==> src/rtl/parking_pkg.sv <==
// Shared types and constants for the parking system gate/memory sequencer.
package parking_pkg;

    localparam int unsigned TIME_W  = 10;
    localparam int unsigned COST_W  = 10;
    localparam int unsigned N_SLOTS = 3;

    typedef enum logic [2:0] {
        ST_IDLE,
        ST_ENTRY_WR,
        ST_EXIT_RD,
        ST_EXIT_CALC,
        ST_EXIT_WR,
        ST_GATE
    } state_t;

    // Exactly one bit of the slot select is set.
    function automatic logic is_one_hot(input logic [N_SLOTS-1:0] sel);
        return (sel != '0) && ((sel & (sel - N_SLOTS'(1))) == '0);
    endfunction

endpackage

==> src/rtl/parking_cost_calc.sv <==
// Combinational parking cost: modulo-2^TIME_W elapsed time, optional free period, saturated at COST_MAX.
module parking_cost_calc
    import parking_pkg::*;
#(
    parameter int unsigned RATE      = 2,
    parameter int unsigned COST_MAX  = 999,
    parameter int unsigned FREE_SECS = 0
) (
    input  logic [TIME_W-1:0] entry_time,
    input  logic [TIME_W-1:0] now,
    output logic [COST_W-1:0] cost
);

    localparam int unsigned PROD_W = TIME_W + 16;

    logic [TIME_W-1:0] elapsed;
    logic [TIME_W-1:0] billable;
    logic [PROD_W-1:0] prod;

    // Wrapping subtraction handles timer rollover between entry and exit.
    always_comb begin
        elapsed  = now - entry_time;
        billable = (elapsed > TIME_W'(FREE_SECS)) ? elapsed - TIME_W'(FREE_SECS) : '0;
        prod     = PROD_W'(billable) * PROD_W'(RATE);
        cost     = (prod > PROD_W'(COST_MAX)) ? COST_W'(COST_MAX) : prod[COST_W-1:0];
    end

endmodule

==> src/rtl/parking_gate_arbiter.sv <==
// Entry/exit gate sequencer sharing one memory port; round-robin arbitration and gate timing.
// Optional free-parking period enabled by defining PARK_FREE_PERIOD_EN.
module parking_gate_arbiter
    import parking_pkg::*;
#(
    parameter int unsigned RATE       = 2,
    parameter int unsigned GATE_TICKS = 3,
    parameter int unsigned COST_MAX   = 999,
    parameter int unsigned FREE_SECS  = 5
) (
    input  logic               clk,
    input  logic               reset,
    input  logic               tick_1hz,
    input  logic [TIME_W-1:0]  timer_count,
    input  logic               car_enter,
    input  logic               car_exit,
    input  logic [N_SLOTS-1:0] enter_sel,
    input  logic [N_SLOTS-1:0] exit_sel,
    input  logic [N_SLOTS-1:0] occupied,
    input  logic [TIME_W-1:0]  entry_time_out,
    output logic [N_SLOTS-1:0] mem_sel,
    output logic               write_entry,
    output logic               write_cost,
    output logic [TIME_W-1:0]  entry_time_in,
    output logic [COST_W-1:0]  cost_in,
    output logic [COST_W-1:0]  current_cost,
    output logic [N_SLOTS-1:0] slot_set,
    output logic [N_SLOTS-1:0] slot_clr,
    output logic               gate_open,
    output logic               reject,
    output logic               busy
);

`ifdef PARK_FREE_PERIOD_EN
    localparam int unsigned FREE_EFF = FREE_SECS;
`else
    // Free period disabled: a zero threshold bills every elapsed second.
    localparam int unsigned FREE_EFF = FREE_SECS * 0;
`endif
    localparam int unsigned TICK_W = $clog2(GATE_TICKS + 1);

    state_t             state, state_next;
    logic               enter_q, exit_q;
    logic               enter_pend, exit_pend;
    logic [N_SLOTS-1:0] enter_slot, exit_slot, slot;
    logic               prio_exit;
    logic [TICK_W-1:0]  tick_cnt;
    logic               grant_enter, grant_exit, grant_ok;
    logic [COST_W-1:0]  cost_calc;

    parking_cost_calc #(
        .RATE      (RATE),
        .COST_MAX  (COST_MAX),
        .FREE_SECS (FREE_EFF)
    ) u_cost_calc (
        .entry_time (entry_time_out),
        .now        (timer_count),
        .cost       (cost_calc)
    );

    // State register plus request latches, priority, gate tick counter and held cost.
    always_ff @(posedge clk) begin
        if (reset) begin
            state        <= ST_IDLE;
            enter_q      <= 1'b0;
            exit_q       <= 1'b0;
            enter_pend   <= 1'b0;
            exit_pend    <= 1'b0;
            enter_slot   <= '0;
            exit_slot    <= '0;
            slot         <= '0;
            prio_exit    <= 1'b0;
            tick_cnt     <= '0;
            reject       <= 1'b0;
            current_cost <= '0;
        end else begin
            state   <= state_next;
            enter_q <= car_enter;
            exit_q  <= car_exit;
            reject  <= (grant_enter || grant_exit) && !grant_ok;

            // A grant clears its flag and swallows an edge arriving in the same clk.
            if (grant_enter) begin
                enter_pend <= 1'b0;
            end else if (car_enter && !enter_q && !enter_pend) begin
                enter_pend <= 1'b1;
                enter_slot <= enter_sel;
            end
            if (grant_exit) begin
                exit_pend <= 1'b0;
            end else if (car_exit && !exit_q && !exit_pend) begin
                exit_pend <= 1'b1;
                exit_slot <= exit_sel;
            end

            if ((grant_enter || grant_exit) && enter_pend && exit_pend) begin
                prio_exit <= ~prio_exit;
            end
            if (grant_ok) begin
                slot <= grant_enter ? enter_slot : exit_slot;
            end

            if (state == ST_GATE) begin
                if (tick_1hz) begin
                    tick_cnt <= (tick_cnt == TICK_W'(GATE_TICKS - 1)) ? '0 : tick_cnt + TICK_W'(1);
                end
            end else begin
                tick_cnt <= '0;
            end

            if (state == ST_EXIT_CALC) begin
                current_cost <= cost_calc;
            end
        end
    end

    // Next state, arbitration and grant-time validation.
    always_comb begin
        state_next  = state;
        grant_enter = 1'b0;
        grant_exit  = 1'b0;
        grant_ok    = 1'b0;
        case (state)
            ST_IDLE: begin
                if (enter_pend && (!exit_pend || !prio_exit)) begin
                    grant_enter = 1'b1;
                    grant_ok    = is_one_hot(enter_slot) && ((enter_slot & occupied) == '0);
                    if (grant_ok) state_next = ST_ENTRY_WR;
                end else if (exit_pend) begin
                    grant_exit = 1'b1;
                    grant_ok   = is_one_hot(exit_slot) && ((exit_slot & occupied) != '0);
                    if (grant_ok) state_next = ST_EXIT_RD;
                end
            end
            ST_ENTRY_WR:  state_next = ST_GATE;
            ST_EXIT_RD:   state_next = ST_EXIT_CALC;
            ST_EXIT_CALC: state_next = ST_EXIT_WR;
            ST_EXIT_WR:   state_next = ST_GATE;
            ST_GATE: begin
                if (tick_1hz && (tick_cnt == TICK_W'(GATE_TICKS - 1))) state_next = ST_IDLE;
            end
            default:      state_next = ST_IDLE;
        endcase
    end

    // Moore outputs decoded from the state register.
    always_comb begin
        mem_sel       = '0;
        write_entry   = 1'b0;
        write_cost    = 1'b0;
        entry_time_in = '0;
        cost_in       = '0;
        slot_set      = '0;
        slot_clr      = '0;
        gate_open     = 1'b0;
        busy          = (state != ST_IDLE);
        case (state)
            ST_ENTRY_WR: begin
                mem_sel       = slot;
                entry_time_in = timer_count;
                write_entry   = 1'b1;
                slot_set      = slot;
            end
            ST_EXIT_RD, ST_EXIT_CALC: begin
                mem_sel = slot;
            end
            ST_EXIT_WR: begin
                mem_sel    = slot;
                cost_in    = current_cost;
                write_cost = 1'b1;
                slot_clr   = slot;
            end
            ST_GATE:     gate_open = 1'b1;
            default:     ;
        endcase
    end

endmodule
==> config.mk <==
export PLATFORM = sky130hd
export DESIGN_NAME = parking_gate_arbiter
export DESIGN_NICKNAME = d
export VERILOG_FILES = /design/src/rtl/parking_pkg.sv /design/src/rtl/parking_cost_calc.sv /design/src/rtl/parking_gate_arbiter.sv
export SDC_FILE = /design/constraint.sdc
export NUM_CORES = 1
export LEC_CHECK = 0
export CAP_MARGIN = 10
export CORE_MARGIN = 5
export CORE_UTILIZATION = 44
export DETAILED_ROUTE_END_ITERATION = 7
export GPL_ROUTABILITY_DRIVEN = 1
export GPL_TIMING_DRIVEN = 0
export PLACE_DENSITY_LB_ADDON = 0.15
export SLEW_MARGIN = 10
export SYNTH_ARGS = -nofsm -noshare
export SYNTH_HDL_FRONTEND = slang
export SYNTH_SLANG_ARGS = --single-unit
==> constraint.sdc <==
create_clock -name clk -period 4.45 [get_ports clk]
set_clock_uncertainty 0.2 [all_clocks]
set_input_delay 0.89 -clock clk [delete_from_list [all_inputs] [get_ports clk]]
set_output_delay 0.89 -clock clk [all_outputs]
set_load 0.02 [all_outputs]
==> out/metrics.csv <==
metric,value,unit
Area after DPL,0.00281,mm²
peak per-stage delay on the critical path,0.53,ns
clock root cell,clkbuf_8,
fraction of layout cells with a size suffix above 1,0.0482,
Buffers & Inverters on Critical Path,3,
Fmax,264,MHz
Post-synth ARST share,0,
worst-margin pin slew,0.664,ns
DRC,0,
DP HPWL,4160,µm
startpoint types,input pin,
total number of vias,2017,
outcome,"finished, final reports clean",
"Distinct cells, synth",48,
Synth Instances,249,
CP Data Arrival Time,3.75,ns
Syn Area/Cell,7.98,µm²
Die ar.,0.00596,mm²
vias in the first global route,1819,
metal2 WL,2370,µm
Hold WS,0.299,ns
highest-delay cell along the critical path,or4b_4,
Post CTS Setup Buffer Count,0,
final period utilization,0.850,
#FFs+latches synth,30,
setup repair after global routing missed its margin,no,
Core Region,0.00438,mm²
"Primary FF master, synth",dfxtp_1,
Final Hold Vio Count,0,
share of the synthesized area in the top cell type,0.302,
max-cap violations,0,
Die Ht,77.2,µm
DR vias/cell,5.25,
Final GP Congestion,0.799,
Final #Nets,376,
width of the die,77.2,µm
Setup crit end kind,flip-flop,
Hold Crit Class,reg -> reg,
"Seq/Total Area, Yosys",0.302,
Mapped Nets,293,
Inserted Clock Buffers,5,
Final ANT Viol Nets,0,
worst vdd ir,219,µV
hold buffer count at CTS,0,
Sink Count,30,
final core occ,0.659,
final wirelength,5160,µm
CP cell instances,clkdlybuf4s50_1 > inv_1 > ha_1 > inv_1 > fa_1 > a21o_1 > a221oi_2 > xor2_1 > nor3b_1 > or4b_4 > a31o_2,
met3 WL,326,µm
Commonest cells post-synth,"dfxtp_1 (30), and2_1 (29), nor2_1 (24)",
most frequent CP cell,inv_1,
Clock transition at path regs,0.06,ns
Cells after DPL,377,
initial antenna violation count,0,
H-Tree Depth,2,
most frequent cell after synthesis,dfxtp_1,
IO Count,78,
Setup TNS,0,ns
Top Layer Used,met4,
top cell type by total area after synthesis,dfxtp_1,
Final setup viols,0,
Slew headroom,0.556,
"delay-heaviest family, CP",compound AO/OA/AOI/OAI gates,
CP Data Required Time,4.42,ns
ANT cells,0,
Leakage,1.15,nW
Post-Layout Inst Area,0.00289,mm²
DRT iter0 DRCs,68,
Final Non-Filler Cells,384,
first-pass GRT wire length,8630,µm
largest net degree at the start of global routing,11,
CP max FO,5,
Tmin final,3.78,ns
Row Count,24,
TritonCTS clock tree,yes,
# resized after CTS,0,
Fillers,397,
synthesized area,0.00199,mm²
maximum buffer depth of the clock tree,2,
first drt pass iteration count,4,
yosys warns,0,
critical path type,in -> reg,
Initial Utilization,0.453,
Clock Latency Late Sink,0.28,ns
gr ovfl total,0,
synth top area cells,"dfxtp_1 (30%), and2_1 (9.1%), ha_1 (5.7%), nor2_1 (4.5%), a21oi_1 (3.3%)",
fin. max-slew vios,0,
number of synthesized flops with an enable pin,0,
WL per Instance,13.4,µm
Power Density,314,mW/mm²
gr usage total,0.175,
Post-Route M1 WL,2400,µm
Port Buffer Count,76,
Synth-to-Final Area Change,45.4,%
stage by stage:
step	total power, mW	setup slack [ns]
3_5_place_dp	0.714	0.393
4_1_cts	0.917	0.671
3_3_place_gp	0.710	0.409
2_1_floorplan	0.563	1.03
6_report	0.907	0.668
5_1_grt	0.973	0.468
layout by cell type, fill, tap and decap left out, drive strengths merged, types with 4 or more instances in the layout:
master         netlist  routed
nor3b                8       8
nand3b               5       5
nand2               16      16
o21ai               11      11
nor3                 5       5
clkbuf               9      16
a211oi               5       5
a311oi               4       4
clkdlybuf4s50        0      76
a21o                 5       5
mux2i                6       6
a21oi               14      14
nor2                24      24
dfxtp               30      30
inv                 16      16
nor2b                5       5
xor2                 5       5
ha                   9       9
and2                30      30
nand3                7       7
area by class of cell:
| type | count | area [µm²] | area share |
|---|---|---|---|
| tap | 52 | 65.1 | 0.0225 |
| buffer | 11 | 45.0 | 0.0156 |
| inverter | 16 | 60.1 | 0.0208 |
| multi-input combinational | 192 | 1280 | 0.444 |
| sequential | 30 | 601 | 0.208 |
| timing repair buffer | 76 | 761 | 0.263 |
| clock buffer | 7 | 76.3 | 0.0264 |
registers in the layout, indices dropped and copies added, names as in the netlist, 2 cells and up:
register	count
exit_slot	3
state	3
enter_slot	3
slot	3
tick_cnt	2
current_cost	10
metal layers:
metal | GRT usage | up-vias
met5 | 0 | -
met3 | 0.0468 | 5
met1 | 0.224 | 917
met4 | 0.0515 | 0
li1 | - | 1045
met2 | 0.286 | 50
cells by family (layout without fill, tap and decap cells):
group                    Yosys count  in the layout  share of synthesized area
AND/OR/NAND/NOR                  112            112                      0.317
AO/OA/AOI/OAI                     58             58                      0.205
flip-flops                        30             30                      0.302
buffers and inverters             27            110                     0.0529
adder cells (fa/ha/maj)           10             10                     0.0667
XOR/XNOR                           6              6                     0.0264
multiplexers                       6              6                     0.0302
where the power goes:
| group | switching [mW] | internal, mW | total, mW |
|---|---|---|---|
| logic | 0.219 | 0.175 | 0.394 |
| registers | 0.0182 | 0.296 | 0.314 |
| clock network | 0.0922 | 0.107 | 0.200 |
| total | 0.329 | 0.578 | 0.907 |
tightest hold or removal path, delay by kind of cell, from the launching register on:
kind | cells | cell delay, ns
DFF | 1 | 0.32
and+or+nand+nor | 1 | 0.07
AOI/OAI and AO/OA | 1 | 0.06
final timing paths:
| check | to | slack, ns | startpoint | cells past startpoint |
|---|---|---|---|---|
| max | current_cost[3]$_SDFFE_PP0P_ | 0.67 | timer_count[0] | 11 |
| min | tick_cnt[1]$_SDFFE_PP0P_ | 0.30 | tick_cnt[1]$_SDFFE_PP0P_ | 2 |
| min reg2reg | tick_cnt[1]$_SDFFE_PP0P_ | 0.30 | tick_cnt[1]$_SDFFE_PP0P_ | 2 |
| max reg2reg | slot[0]$_SDFFE_PP0P_ | 2.32 | state[0]$_SDFFE_PP0P_ | 6 |
No activity file was read; power rests on OpenSTA's default activity.
